===== src/rtl/rx_line_bank_ctrl.sv =====
// rx_line_bank_ctrl: collects received characters into lines and publishes
// them to the display through a ping-pong pair of line banks. A completed
// line is only swapped in while the display is between frames.
// Build option: define RX_ERR_SUBST_EN to store parity-error characters as
// '?' instead of dropping the whole corrupted line.
module rx_line_bank_ctrl #(
    parameter int unsigned MAX_LEN = 16,
    parameter int unsigned AW      = 4,
    parameter logic [7:0]  TERM    = 8'h0D
) (
    input  logic          clk,
    input  logic          reset,
    input  logic          char_valid,
    input  logic [7:0]    char_data,
    input  logic          char_err,
    input  logic          frame_busy,
    input  logic [AW-1:0] rd_addr,
    output logic [7:0]    rd_data,
    output logic [AW:0]   rd_len,
    output logic          line_ready,
    output logic          overflow,
    input  logic          ovf_clr
);

    localparam int unsigned DEPTH = 2 * MAX_LEN;
    localparam logic [7:0]  SPACE = 8'h20;
    localparam logic [7:0]  SUBST = 8'h3F;

    typedef enum logic [1:0] {
        FILL      = 2'd0,
        DISCARD   = 2'd1,
        PEND_SWAP = 2'd2
    } state_t;

    state_t        state, state_nxt;
    logic          rd_bank;
    logic [AW-1:0] wr_ptr, wr_ptr_nxt;
    logic [AW:0]   pend_len, pend_len_nxt;
    logic [7:0]    mem [DEPTH];

    logic          store;
    logic          mem_we;
    logic [7:0]    mem_wdata;
    logic          do_swap;
    logic          ovf_set;

    // State register
    always_ff @(posedge clk or posedge reset) begin
        if (reset) state <= FILL;
        else       state <= state_nxt;
    end

    // Next-state and datapath control decode
    always_comb begin
        state_nxt    = state;
        wr_ptr_nxt   = wr_ptr;
        pend_len_nxt = pend_len;
        store        = 1'b0;
        mem_we       = 1'b0;
        mem_wdata    = char_data;
        do_swap      = 1'b0;
        ovf_set      = 1'b0;

        case (state)
            FILL: begin
                if (char_valid) begin
                    if (char_err) begin
`ifdef RX_ERR_SUBST_EN
                        store     = 1'b1;
                        mem_wdata = SUBST;
`else
                        wr_ptr_nxt = '0;
                        state_nxt  = DISCARD;
`endif
                    end else if (char_data == TERM) begin
                        // Empty lines are never published
                        if (wr_ptr != '0) begin
                            pend_len_nxt = {1'b0, wr_ptr};
                            state_nxt    = PEND_SWAP;
                        end
                    end else begin
                        store = 1'b1;
                    end
                end
            end
            DISCARD: begin
                if (char_valid && !char_err && char_data == TERM) begin
                    wr_ptr_nxt = '0;
                    state_nxt  = FILL;
                end
            end
            PEND_SWAP: begin
                if (char_valid) ovf_set = 1'b1;
                if (!frame_busy) begin
                    do_swap    = 1'b1;
                    wr_ptr_nxt = '0;
                    state_nxt  = FILL;
                end
            end
            default: state_nxt = FILL;
        endcase

        // A full line terminates itself so wr_ptr never has to wrap
        if (store) begin
            mem_we     = 1'b1;
            wr_ptr_nxt = wr_ptr + 1'b1;
            if (wr_ptr == AW'(MAX_LEN - 1)) begin
                pend_len_nxt = (AW + 1)'(MAX_LEN);
                state_nxt    = PEND_SWAP;
            end
        end
    end

    // Write pointer, pending length, bank ownership and status flags
    always_ff @(posedge clk or posedge reset) begin
        if (reset) begin
            wr_ptr     <= '0;
            pend_len   <= '0;
            rd_bank    <= 1'b1;
            rd_len     <= '0;
            line_ready <= 1'b0;
            overflow   <= 1'b0;
        end else begin
            wr_ptr     <= wr_ptr_nxt;
            pend_len   <= pend_len_nxt;
            line_ready <= do_swap;
            if (do_swap) begin
                rd_bank <= ~rd_bank;
                rd_len  <= pend_len;
            end
            if (ovf_set)      overflow <= 1'b1;
            else if (ovf_clr) overflow <= 1'b0;
        end
    end

    // Line storage; the write bank is always the one not being displayed
    always_ff @(posedge clk) begin
        if (mem_we) mem[{~rd_bank, wr_ptr}] <= mem_wdata;
    end

    // Display read port; addresses past the line end read as blanks
    always_ff @(posedge clk or posedge reset) begin
        if (reset)                     rd_data <= SPACE;
        else if ({1'b0, rd_addr} < rd_len) rd_data <= mem[{rd_bank, rd_addr}];
        else                           rd_data <= SPACE;
    end

endmodule


===== config.mk =====
export PLATFORM = sky130hd
export DESIGN_NAME = rx_line_bank_ctrl
export DESIGN_NICKNAME = d
export VERILOG_FILES = /design/src/rtl/rx_line_bank_ctrl.sv
export SDC_FILE = /design/constraint.sdc
export NUM_CORES = 1
export LEC_CHECK = 0
export CORE_UTILIZATION = 60
export CTS_CLUSTER_DIAMETER = 120
export DETAILED_ROUTE_END_ITERATION = 16
export MAX_ROUTING_LAYER = met4
export PLACE_DENSITY = 0.86
export SYNTH_ARGS = -nofsm -noshare
export SYNTH_HDL_FRONTEND = slang
export SYNTH_SLANG_ARGS = --single-unit

===== constraint.sdc =====
create_clock -name clk -period 2.5 [get_ports clk]
set_input_delay 0.375 -clock clk [delete_from_list [all_inputs] [get_ports clk]]
set_output_delay 0.375 -clock clk [all_outputs]
set_load 0.05 [all_outputs]

# [Yosys cells after proc, flatten, opt, wreduce, memory -nomap -nowiden]
# Memories as Yosys holds them, arrays and structs flattened.
# Cells that the tools add are included.
[classes] n_eq_ne=8 n_reduce_logical=8 bitwise_logic=1 n_mux=36 n_addsub=1 n_lt_le_gt_ge=1
[op_table] cell="5-bit two-way mux" count=7
[op_table] cell="4-bit two-way mux" count=5
[op_table] cell="2-bit two-way mux" count=8
[op_table] cell="1-bit two-way mux" count=13
[op_table] cell="3-bit inequality test, second input constant" count=4
[op_table] cell="4-bit case mux with 3 select lines" count=1
[op_table] cell="8-bit by 4-bit == test with 1-bit output, second input constant" count=1
[op_table] cell="8-bit two-way mux" count=1
[op_table] cell="4-bit nonzero test" count=2
[op_table] cell="2-bit case mux with 3 select lines" count=1
[op_table] cell="4-bit by 5-bit < comparator with 1-bit output" count=1
[op_table] cell="5-bit AND reduction" count=1
[op_table] cell="4-bit by 1-bit adder with 4-bit output, second input constant" count=1
[op_table] cell="4-bit == test, second input constant" count=1
[op_table] cell="2-bit by 1-bit == test with 1-bit output, second input constant" count=1
[op_table] cell="2-bit == test, second input constant" count=1
[op_table] cell="1-bit logical AND" count=2
[op_table] cell="2-bit zero test" count=1
[op_table] cell="2-bit nonzero test" count=1
[op_table] cell="1-bit zero test" count=1
[op_table] cell="1-bit NOT" count=1
[totals] ramBits=256 memories=1 regBits=27 inputBits=18 output_inout_bits=15 wordCells=64
[mem_list] name="mem" depth=32 word_bits=8 rd=1 rd_ports_with_merged_regs=0 write_ports=1 line_no="39" rtl="logic [7:0] mem [DEPTH];"

# [Logic depth before layout (Yosys ltp)]
# Gate-level depths: netlist of run 1.
[depth] ltp_word=8 mapped_depth=7 mapped_depth_nobuf=6

# [Least setup slack after synthesis of run 1]
# OpenSTA, ideal clock, no wires.
[synth_path] path_type="flip-flop to flip-flop" from="reg state[0]" to="mem mem[11][0] (enable)" arrival_ns=1.887 path_buffers=1 synth_period_minus_slack_ns=2.257 setup_ns=0.370 stages_incl_launch_ff=6 path_slack_ns=0.243 cell_sequence="dfrtp_1 > or4b_1 > a21oi_2 > nand2_1 > clkbuf_1 > nor2_1"
[synth_between] elab_chain_len=5
[synth_rtl] element="from (decl)" line_no="35" rtl="state_t state, state_nxt;"
[synth_rtl] element="from (signal assigned)" line_no="50" rtl="else state <= state_nxt;"
[synth_rtl] element="2-bit zero test" line_no="64" rtl="case (state)"
[synth_rtl] element="1-bit two-way mux" line_no="64"
[synth_rtl] element="1-bit two-way mux" line_no="104" rtl="if (store) begin"
[synth_rtl] element="1-bit two-way mux" line_no="138" rtl="if (mem_we) mem[{~rd_bank, wr_ptr}] <= mem_wdata;"
[synth_rtl] element="1-bit two-way mux (not written as such)" line_no="138"
[synth_rtl] element="to (decl)" line_no="39"
# Every way passes these cells.

# [Worst setup path in the final report of run 1]
[layout_path] from="reg state[0]" to="mem mem[25][1] (enable)"
# Same word-level chain as after synthesis.

==> results of run 1 <==
-- worst max-delay path: cells and delay by family, from the launching register on --
kind,cells,cell delay [ns]
buf+inv,1,0.21
simple gates,3,1.13
flops,1,0.45
compound gates,1,0.22
-- where the power goes --
group          total (mW)  switching (mW)  internal [mW]  leakage [nW]
sequential           5.21          0.0282           5.19          2.65
clock                3.72            1.72           1.99         0.386
combinational       0.639           0.382          0.258          1.40
-- cells in the final DEF (no fill, tap or decap), drive strengths merged, types with 2 or more instances in the layout --
master | netlist | final
a22oi | 31 | 31
clkinvlp | 0 | 5
mux2i | 6 | 6
inv | 8 | 10
a21o | 2 | 2
clkdlybuf4s50 | 0 | 30
mux4 | 64 | 64
o21ai | 6 | 6
or4b | 2 | 2
nor3 | 2 | 2
nand3b | 2 | 2
ha | 7 | 7
a211oi | 2 | 2
and2 | 2 | 2
dfrtp | 25 | 25
mux2 | 3 | 3
dfstp | 2 | 2
a22o | 8 | 8
buf | 13 | 78
edfxtp | 256 | 256
nor2b | 5 | 5
clkinv | 0 | 14
nor2 | 44 | 44
nand3 | 4 | 4
nand2 | 25 | 25
clkbuf | 13 | 29
a21oi | 4 | 4
or3b | 2 | 2
-- registers in the layout, indices dropped and copies added, names as in the netlist --
name and count:
state 2, pend_len 5, line_ready 1, rd_len 5, mem 256, rd_bank 1
rd_data 8, overflow 1, wr_ptr 4
-- cells by family (layout without fill, tap and decap cells) --
group | Yosys count | count (layout) | synth area share, %
xor+xnor | 2 | 2 | 0.159
compound gates | 59 | 59 | 3.99
buf+inv | 34 | 166 | 1.29
mux | 73 | 73 | 13.9
fa+ha+maj | 7 | 7 | 0.793
simple gates | 96 | 96 | 4.16
flops | 283 | 283 | 75.7
-- layout make-up --
| class | count | share of cell area (%) |
|---|---|---|
| Sequential cell | 283 | 64.5 |
| Multi-Input combinational cell | 237 | 19.6 |
| Clock inverter | 21 | 0.964 |
| Timing Repair Buffer | 108 | 7.29 |
| Clock buffer | 29 | 5.26 |
| Tap cell | 229 | 2.21 |
| Inverter | 8 | 0.231 |
-- routing by layer --
layer,global-route usage [%],vias up,wire length [µm]
met1,36.8,3071,9150
met3,3.53,64,1760
met5,-,-,0
met4,10.8,0,858
li1,-,2485,-
met2,47.3,336,12600
-- path summary, 6_finish.rpt --
check                              to  depth (start not counted)
max                        mem[25][1]                          5
min                         rd_len[2]                          3
max reg2reg                mem[25][1]                          5
min reg2reg                  state[0]                          1
max in group asynchronous  rd_data[5]                          3
min in group clk             overflow                          2
-- per-stage QoR --
step,TNS [ns],std cells,hold WS [ns]
4_1_cts,0,915,0.217
3_3_place_gp,-30.51,865,0.438
3_5_place_dp,-42.02,865,0.436
5_1_grt,0,915,0.241
6_report,0,915,0.224
2_1_floorplan,0,554,0.421
==> impl_metrics.csv, run 1 <==
group,metric,value,unit
yosys,ys_ff_latch,283,
power,vdd_drop_max,0.611,mV
sta,timing.final.ws_setup,0.183,ns
grt,grt_overflow,0,
detailed_routing,finalWirelength,24.4,mm
yosys,yosys.area.top_type,"edfxtp_1",
final_layout,utilization,72.0,%
final_layout,syn2layout_area_growth,17.5,%
final_layout,post-route-cell-area,0.0130,mm²
yosys,synth.yosys.seq_area_share,75.7,%
sta,hold_viol,0,
yosys,ys_top_cells_by_count,"edfxtp_1 (256), mux4_2 (64), nor2_1 (44), a22oi_1 (31)",
sta,fmax,0.432,GHz
setup_path,startpoint,"state[0]",
clock_tree,clk_pin_slew,0.06,ns
grt,grt_usage,28.6,%
power,p_leak,4.43,nW
yosys,synthCells,554,
final_layout,final_nets,690,
setup_path,start_kind,"flop",
clock_tree,post_cts_buffers,0,
grt,grt_pass1_vias,6171,
sta,period_share,92.7,%
clock_tree,cts_root_buffer,"clkbuf_16",
die,ioPinCount,33,
die,die-height,138,µm
power,pwr_density_cell,738,mW/mm²
setup_path,crit_arrival,2.55,ns
yosys,async_flop_share,9.54,%
detailed_routing,vias_per_cell,6.51,
setup_path,r2r_slack,0.18,ns
clock_tree,cts.repair.resized,0,
final_layout,fill_cells,1035,
sta,fin_skew,0.00708,ns
die,die_area,0.0190,mm²
sta,fin_crit,2.32,ns
sta,rsz0062_at_grt,"no",
setup_path,crit_slowest_cell,"or4b_1",
clock_tree,cts_tree,"yes",
die,coreArea,0.0180,mm²
placement,dp_slack,-0.200,ns
yosys,synth_most_common_cell,"edfxtp_1",
die,initial_utilization,61.3,%
clock_tree,cts_buffer_depth,3,
yosys,syn_area_per_cell,19.9,µm²
detailed_routing,drt-initial-drc-count,627,
setup_path,timing.rr.start,"state[0]",
setup_path,worstPathRequired,2.73,ns
setup_path,crit_chain,"or4b_1 > a21oi_2 > nand2_1 > nor2_1 > buf_4",
clock_tree,h-tree-depth,1,
clock_tree,numCtsBuffers,27,
placement,dpl.hpwl,15.8,mm
power,finalPower,9.57,mW
setup_path,crit_path_end_kind,"flop",
clock_tree,cts_sinks,283,
detailed_routing,vias,5956,
run,maxCapViolations,0,
detailed_routing,drc,0,
die,rows,49,
detailed_routing,ant_nets,0,
placement,gp_congestion,0.878,
sta,slew_headroom,64.7,%
grt,grt_pass1_wl,37.0,mm
final_layout,drive_above_1_share,28.7,%
detailed_routing,wire_per_inst,26.7,µm
status,status,"complete, no violations",
yosys,synth-edff-count,256,
clock_tree,clk_latency,0.53,ns
final_layout,multi_input_area,0.00254,mm²
hold_path,holdCritPathClass,"in -> async",
final_layout,regArea,0.00837,mm²
final_layout,num_antenna_cells,0,
yosys,yosys_warnings,0,
sta,setup_viol,0,
sta,worst_pin_slew,0.528,ns
yosys,synth_nets,579,
grt,grt_max_degree,36,
yosys,yosysTopAreaCellShare,69.6,%
clock_tree,hold_buffers,0,
setup_path,max_stage_delay,0.61,ns
grt,antenna_found_initial,0,
yosys,synth.distinct_cells,46,
placement,placed_cell_area,0.0122,mm²
yosys,synth_flop_cell,"edfxtp_1",
sta,slew_violations,0,
setup_path,path_max_fanout,8,
setup_path,critPathKind,"reg -> reg",
yosys,synthTopCellsByArea,"edfxtp_1 (70%), mux4_2 (13%), dfrtp_1 (5.7%), a22oi_1 (2.1%), nor2_1 (1.5%)",
placement,portBuffers,32,
detailed_routing,firstDrtPassIters,5,
yosys,synth_area,0.0110,mm²
die,die_w,138,µm
Note: power is estimated with default switching activity, not from simulation.
==> run 2, diff against run 1 <==
--- a/config.mk
+++ b/config.mk
@@ -7,6 +7,7 @@
 export LEC_CHECK = 0
 export CORE_UTILIZATION = 60
 export CTS_CLUSTER_DIAMETER = 120
+export CTS_CLUSTER_SIZE = 20
 export DETAILED_ROUTE_END_ITERATION = 16
 export MAX_ROUTING_LAYER = met4
 export PLACE_DENSITY = 0.86
==> impl_metrics.csv, run 2 (synthesis results as in run 1) <==
group,metric,value,unit
final_layout,regMostFlops,"mem",
power,vdd_drop_max,0.673,mV
setup_path,crit_chain,"or4b_1 > a21oi_2 > nand2_1 > nor2_1 > buf_4",
clock_tree,cts_buffer_depth,3,
final_layout,final_nets,681,
run,maxCapViolations,0,
power,p_sw_share,21.6,%
setup_path,crit_arrival,2.54,ns
setup_path,crit_path_end_kind,"flop",
detailed_routing,drc,0,
setup_path,max_stage_delay,0.60,ns
power,clkPwrFrac,33.4,%
detailed_routing,finalWirelength,23.9,mm
final_layout,syn2layout_area_growth,15.0,%
clock_tree,cts.repair.resized,0,
status,status,"complete, no violations",
power,seqPwrFrac,59.3,%
setup_path,critPathKind,"reg -> reg",
sta,setup_viol,0,
hold_path,holdCritPathClass,"in -> async",
clock_tree,numCtsBuffers,18,
grt,grt_overflow,0,
grt,antenna_found_initial,0,
clock_tree,clk_latency,0.51,ns
sta,tns,0,ns
placement,numPlacedInstances,865,
final_layout,layoutNonFillerInstCount,897,
grt,grt_max_degree,36,
die,initial_utilization,61.3,%
placement,dpl.hpwl,15.8,mm
final_layout,post-route-cell-area,0.0127,mm²
clock_tree,h-tree-depth,1,
sta,rsz0062_at_grt,"no",
grt,grt_pass1_wl,36.1,mm
grt,grt_pass1_vias,6043,
sta,fmax,0.429,GHz
sta,hold_viol,0,
power,p_sw,1.90,mW
final_layout,final_common_cell,"edfxtp_1",
sta,slew_violations,0,
detailed_routing,vias,5876,
placement,portBuffers,32,
power,internal-power,6.88,mW
final_layout,num_antenna_cells,0,
detailed_routing,vias_per_cell,6.55,
clock_tree,post_cts_buffers,0,
final_layout,largest_reg_flops,256,
final_layout,fill_cells,1062,
clock_tree,hold_buffers,0,
setup_path,start_kind,"flop",
setup_path,cpLargestDelayFamily,"simple AND/OR/NAND/NOR gates",
setup_path,worstPathRequired,2.71,ns
sta,worst_pin_slew,0.526,ns
sta,period_share,93.3,%
detailed_routing,wire_per_inst,26.7,µm
sta,timing.final.ws_setup,0.169,ns
final_layout,reg.largest.list,"mem x256, rd_data x8",
die,ioPinCount,33,
power,p_leak,4.30,nW
grt,grt_usage,27.8,%
detailed_routing,drt-initial-drc-count,704,
clock_tree,cts_sinks,283,
power,finalPower,8.78,mW
final_layout,final_cell_mix,"edfxtp_1 (256), buf_4 (72), mux4_2 (64), nor2_1 (44), a22oi_1 (31)",
sta,fin_skew,0.0190,ns
setup_path,path_buf_inv,1,
setup_path,crit_slowest_cell,"or4b_1",
clock_tree,cts_root_buffer,"clkbuf_16",
die,die_area,0.0190,mm²
clock_tree,cts_tree,"yes",
placement,gp_congestion,0.878,
die,die-height,138,µm
setup_path,path_max_fanout,8,
power,combPwrFrac,7.3,%
clock_tree,clk_pin_slew,0.08,ns
die,rows,49,
die,die_w,138,µm
detailed_routing,ant_nets,0,
power,pwr_density_cell,691,mW/mm²
placement,placed_cell_area,0.0122,mm²
placement,dp_slack,-0.200,ns
sta,slew_headroom,64.8,%
final_layout,drive_above_1_share,26.2,%
sta,fin_crit,2.33,ns
die,coreArea,0.0180,mm²
detailed_routing,firstDrtPassIters,5,
run 2: tightest hold or removal path, cell delays in order:
cell and delay (ns):
clkdlybuf4s50_1 0.40, inv_1 0.05, buf_4 0.34
run 2: area by class of cell:
class	count	area, µm²	area share (%)
sequential	283	8370	65.8
multi-input combinational	237	2540	20.0
timing repair buffer	108	946	7.44
clock buffer	31	520	4.10
tap	229	287	2.25
inverter	8	30.0	0.236
clock inverter	1	20.0	0.158
run 2: power groups by stage:
stage               Combinational (mW)  Sequential, mW  Clock, mW
floorplan                        0.272            5.37          0
global placement                 0.609            5.31          0
detailed placement               0.631            5.31          0
CTS                              0.639            5.21       2.96
global route                     0.671            5.21       3.11
finish                           0.638            5.21       2.94
run 2: path summary, 6_finish.rpt:
| check | end | cells after the start | from | slack [ns] |
|---|---|---|---|---|
| worst min-delay path | rd_len[1] | 3 | reset | 0.23 |
| min in group clk | overflow | 2 | ovf_clr | 0.45 |
| max in group asynchronous | rd_bank | 3 | reset | 1.95 |
| worst max-delay path | mem[1][2] | 5 | state[0] | 0.17 |
| worst min register to register | state[0] | 1 | state[1] | 0.45 |
| worst max register to register | mem[1][2] | 5 | state[0] | 0.17 |
run 2: through the flow:
| step | hold slack (ns) | util (%) |
|---|---|---|
| 2_1_floorplan | 0.421 | - |
| 3_3_place_gp | 0.438 | 67.5 |
| 3_5_place_dp | 0.436 | 67.5 |
| 4_1_cts | 0.240 | 70.5 |
| 5_1_grt | 0.259 | 70.5 |
| 6_report | 0.231 | 70.5 |
run 2: per-layer routing:
layer  vias to the layer above  GRT usage (%)  wire (µm)
li1                       2449              -          -
met1                      3056           36.5       8910
met2                       314           46.7      12500
met3                        57           2.91       1780
met4                         0           8.45        773
met5                         -              -          0
==> run 3, diff against run 2 <==
--- a/config.mk
+++ b/config.mk
@@ -11,6 +11,7 @@
 export DETAILED_ROUTE_END_ITERATION = 16
 export MAX_ROUTING_LAYER = met4
 export PLACE_DENSITY = 0.86
+export SETUP_SLACK_MARGIN = 0.4
 export SYNTH_ARGS = -nofsm -noshare
 export SYNTH_HDL_FRONTEND = slang
 export SYNTH_SLANG_ARGS = --single-unit
==> impl_metrics.csv, run 3 (synthesis results as in run 1) <==
group,metric,value,unit
sta,fmax,0.459,GHz
clock_tree,clk_latency,0.52,ns
power,pwr_density_cell,679,mW/mm²
setup_path,regToRegEndpoint,"mem[0][3]",
setup_path,path_max_fanout,8,
grt,grt_usage,29.2,%
final_layout,final_cell_mix,"edfxtp_1 (256), mux4_2 (64), buf_4 (53), a22oi_1 (31)",
setup_path,worstPathRequired,2.69,ns
run,maxCapViolations,0,
setup_path,crit_slowest_cell,"or4b_4",
detailed_routing,vias,5974,
sta,period_share,87.1,%
setup_path,max_stage_delay,0.56,ns
setup_path,crit_chain,"or4b_4 > a21oi_4 > nand2_2 > nor2_1 > buf_4",
placement,dpl.hpwl,15.7,mm
die,die-height,138,µm
sta,hold_viol,0,
final_layout,utilization,71.7,%
final_layout,num_antenna_cells,0,
die,coreArea,0.0180,mm²
detailed_routing,drc,0,
detailed_routing,ant_nets,0,
grt,grt_pass1_vias,6031,
final_layout,final_common_cell,"edfxtp_1",
final_layout,post-route-cell-area,0.0129,mm²
detailed_routing,vias_per_cell,6.69,
final_layout,syn2layout_area_growth,16.9,%
final_layout,final_nets,677,
die,ioPinCount,33,
power,vdd_drop_max,0.642,mV
die,die_area,0.0190,mm²
sta,whs,0.310,ns
clock_tree,clk_pin_slew,0.08,ns
sta,fin_crit,2.18,ns
clock_tree,cts_buffer_depth,3,
setup_path,crit_arrival,2.37,ns
detailed_routing,drt-initial-drc-count,943,
grt,grt_overflow,0,
placement,placed_cell_area,0.0122,mm²
power,p_leak,4.36,nW
sta,slew_violations,0,
final_layout,regMostFlops,"mem",
clock_tree,numCtsBuffers,18,
detailed_routing,firstDrtPassIters,7,
clock_tree,cts_sinks,283,
placement,gp_congestion,0.875,
die,die_w,138,µm
setup_path,crit_path_end_kind,"flop",
setup_path,r2r_slack,0.32,ns
grt,grt_max_degree,36,
clock_tree,cts_tree,"yes",
setup_path,critPathKind,"reg -> reg",
clock_tree,h-tree-depth,1,
detailed_routing,finalWirelength,25.7,mm
final_layout,largest_reg_flops,256,
sta,setup_viol,0,
setup_path,timing.rr.start,"state[1]",
sta,worst_pin_slew,0.809,ns
final_layout,fill_cells,1009,
final_layout,drive_above_1_share,29.2,%
final_layout,reg.largest.list,"mem x256, rd_data x8",
grt,grt_pass1_wl,37.4,mm
sta,rsz0062_at_grt,"yes",
die,rows,49,
die,initial_utilization,61.3,%
grt,antenna_found_initial,0,
clock_tree,cts_root_buffer,"clkbuf_16",
hold_path,holdCritPathClass,"in -> async",
setup_path,r2r_cells,5,
setup_path,start_kind,"flop",
sta,fin_skew,0.0423,ns
placement,portBuffers,32,
status,status,"complete, no violations",
detailed_routing,wire_per_inst,28.8,µm
sta,slew_headroom,46.0,%
## run 3: cell count changes in the layout (fill, tap and decap cells not counted), moves of 7 or more
| cell | delta |
|---|---|
| buf_4 | -19 |
| nor2_1 | -17 |
| nor2_4 | +9 |
| buf_12 | +8 |
| buf_6 | +7 |
| nor2_2 | +8 |
## run 3: worst max-delay path, delay by kind of cell, from the launching register on
| kind | cells | cell delay [ns] |
|---|---|---|
| simple gates | 3 | 0.97 |
| flops | 1 | 0.40 |
| buf+inv | 1 | 0.20 |
| compound gates | 1 | 0.27 |
## run 3: worst max path at each step
stage | from | endpoint | slack (ns) | cells after the start
floorplan | state[0] | mem[6][0] | 0.33 | 4
global placement | char_valid | mem[18][1] | -0.09 | 6
detailed placement | char_valid | mem[21][2] | -0.18 | 6
CTS | state[1] | mem[6][1] | 0.39 | 5
global route | state[1] | mem[4][3] | 0.29 | 5
finish | state[1] | mem[0][3] | 0.32 | 5
## run 3: power by group
part / internal, mW / switching, mW / total [mW]
logic: 0.261 / 0.398 / 0.659
clock network: 1.39 / 1.51 / 2.91
registers: 5.18 / 0.0263 / 5.21
## run 3: cell type report
class                   count  area, µm²  share of cell area [%]
clock buffers              30        495                    3.84
well taps                 229        287                    2.22
inverters                   8       30.0                   0.232
multi-input cells         237       2660                    20.6
repair buffers            104       1040                    8.07
clock inverters             2       36.3                   0.281
flip-flops and latches    283       8370                    64.8
## run 3: repair_timing
| item | 4_1_cts | 5_1_grt |
|---|---|---|
| pin swaps | 5 | 4 |
| endpoints found under the setup margin | 258 | 209 |
| gates resized for setup | 9 | 20 |
| hold buffers | 0 | 0 |
| buffers inserted | 5 | 1 |
## run 3: stage by stage
step                worst slack (ns)  power [mW]  cells  TNS (ns)
detailed placement            -0.178        5.95    855    -27.74
floorplan                      0.333        5.65    554         0
CTS                            0.393        8.77    892         0
global route                   0.294        8.98    893         0
global placement             -0.0871        5.92    855    -12.40
finish                         0.321        8.77    893         0
## run 3: layer usage
metal / global-route usage (%) / vias up / part of all wire, %
met5: - / - / 0
met4: 12.0 / 0 / 3.5
met3: 4.56 / 55 / 9.9
met2: 46.7 / 453 / 51
met1: 38.0 / 3025 / 36
li1: - / 2441 / -
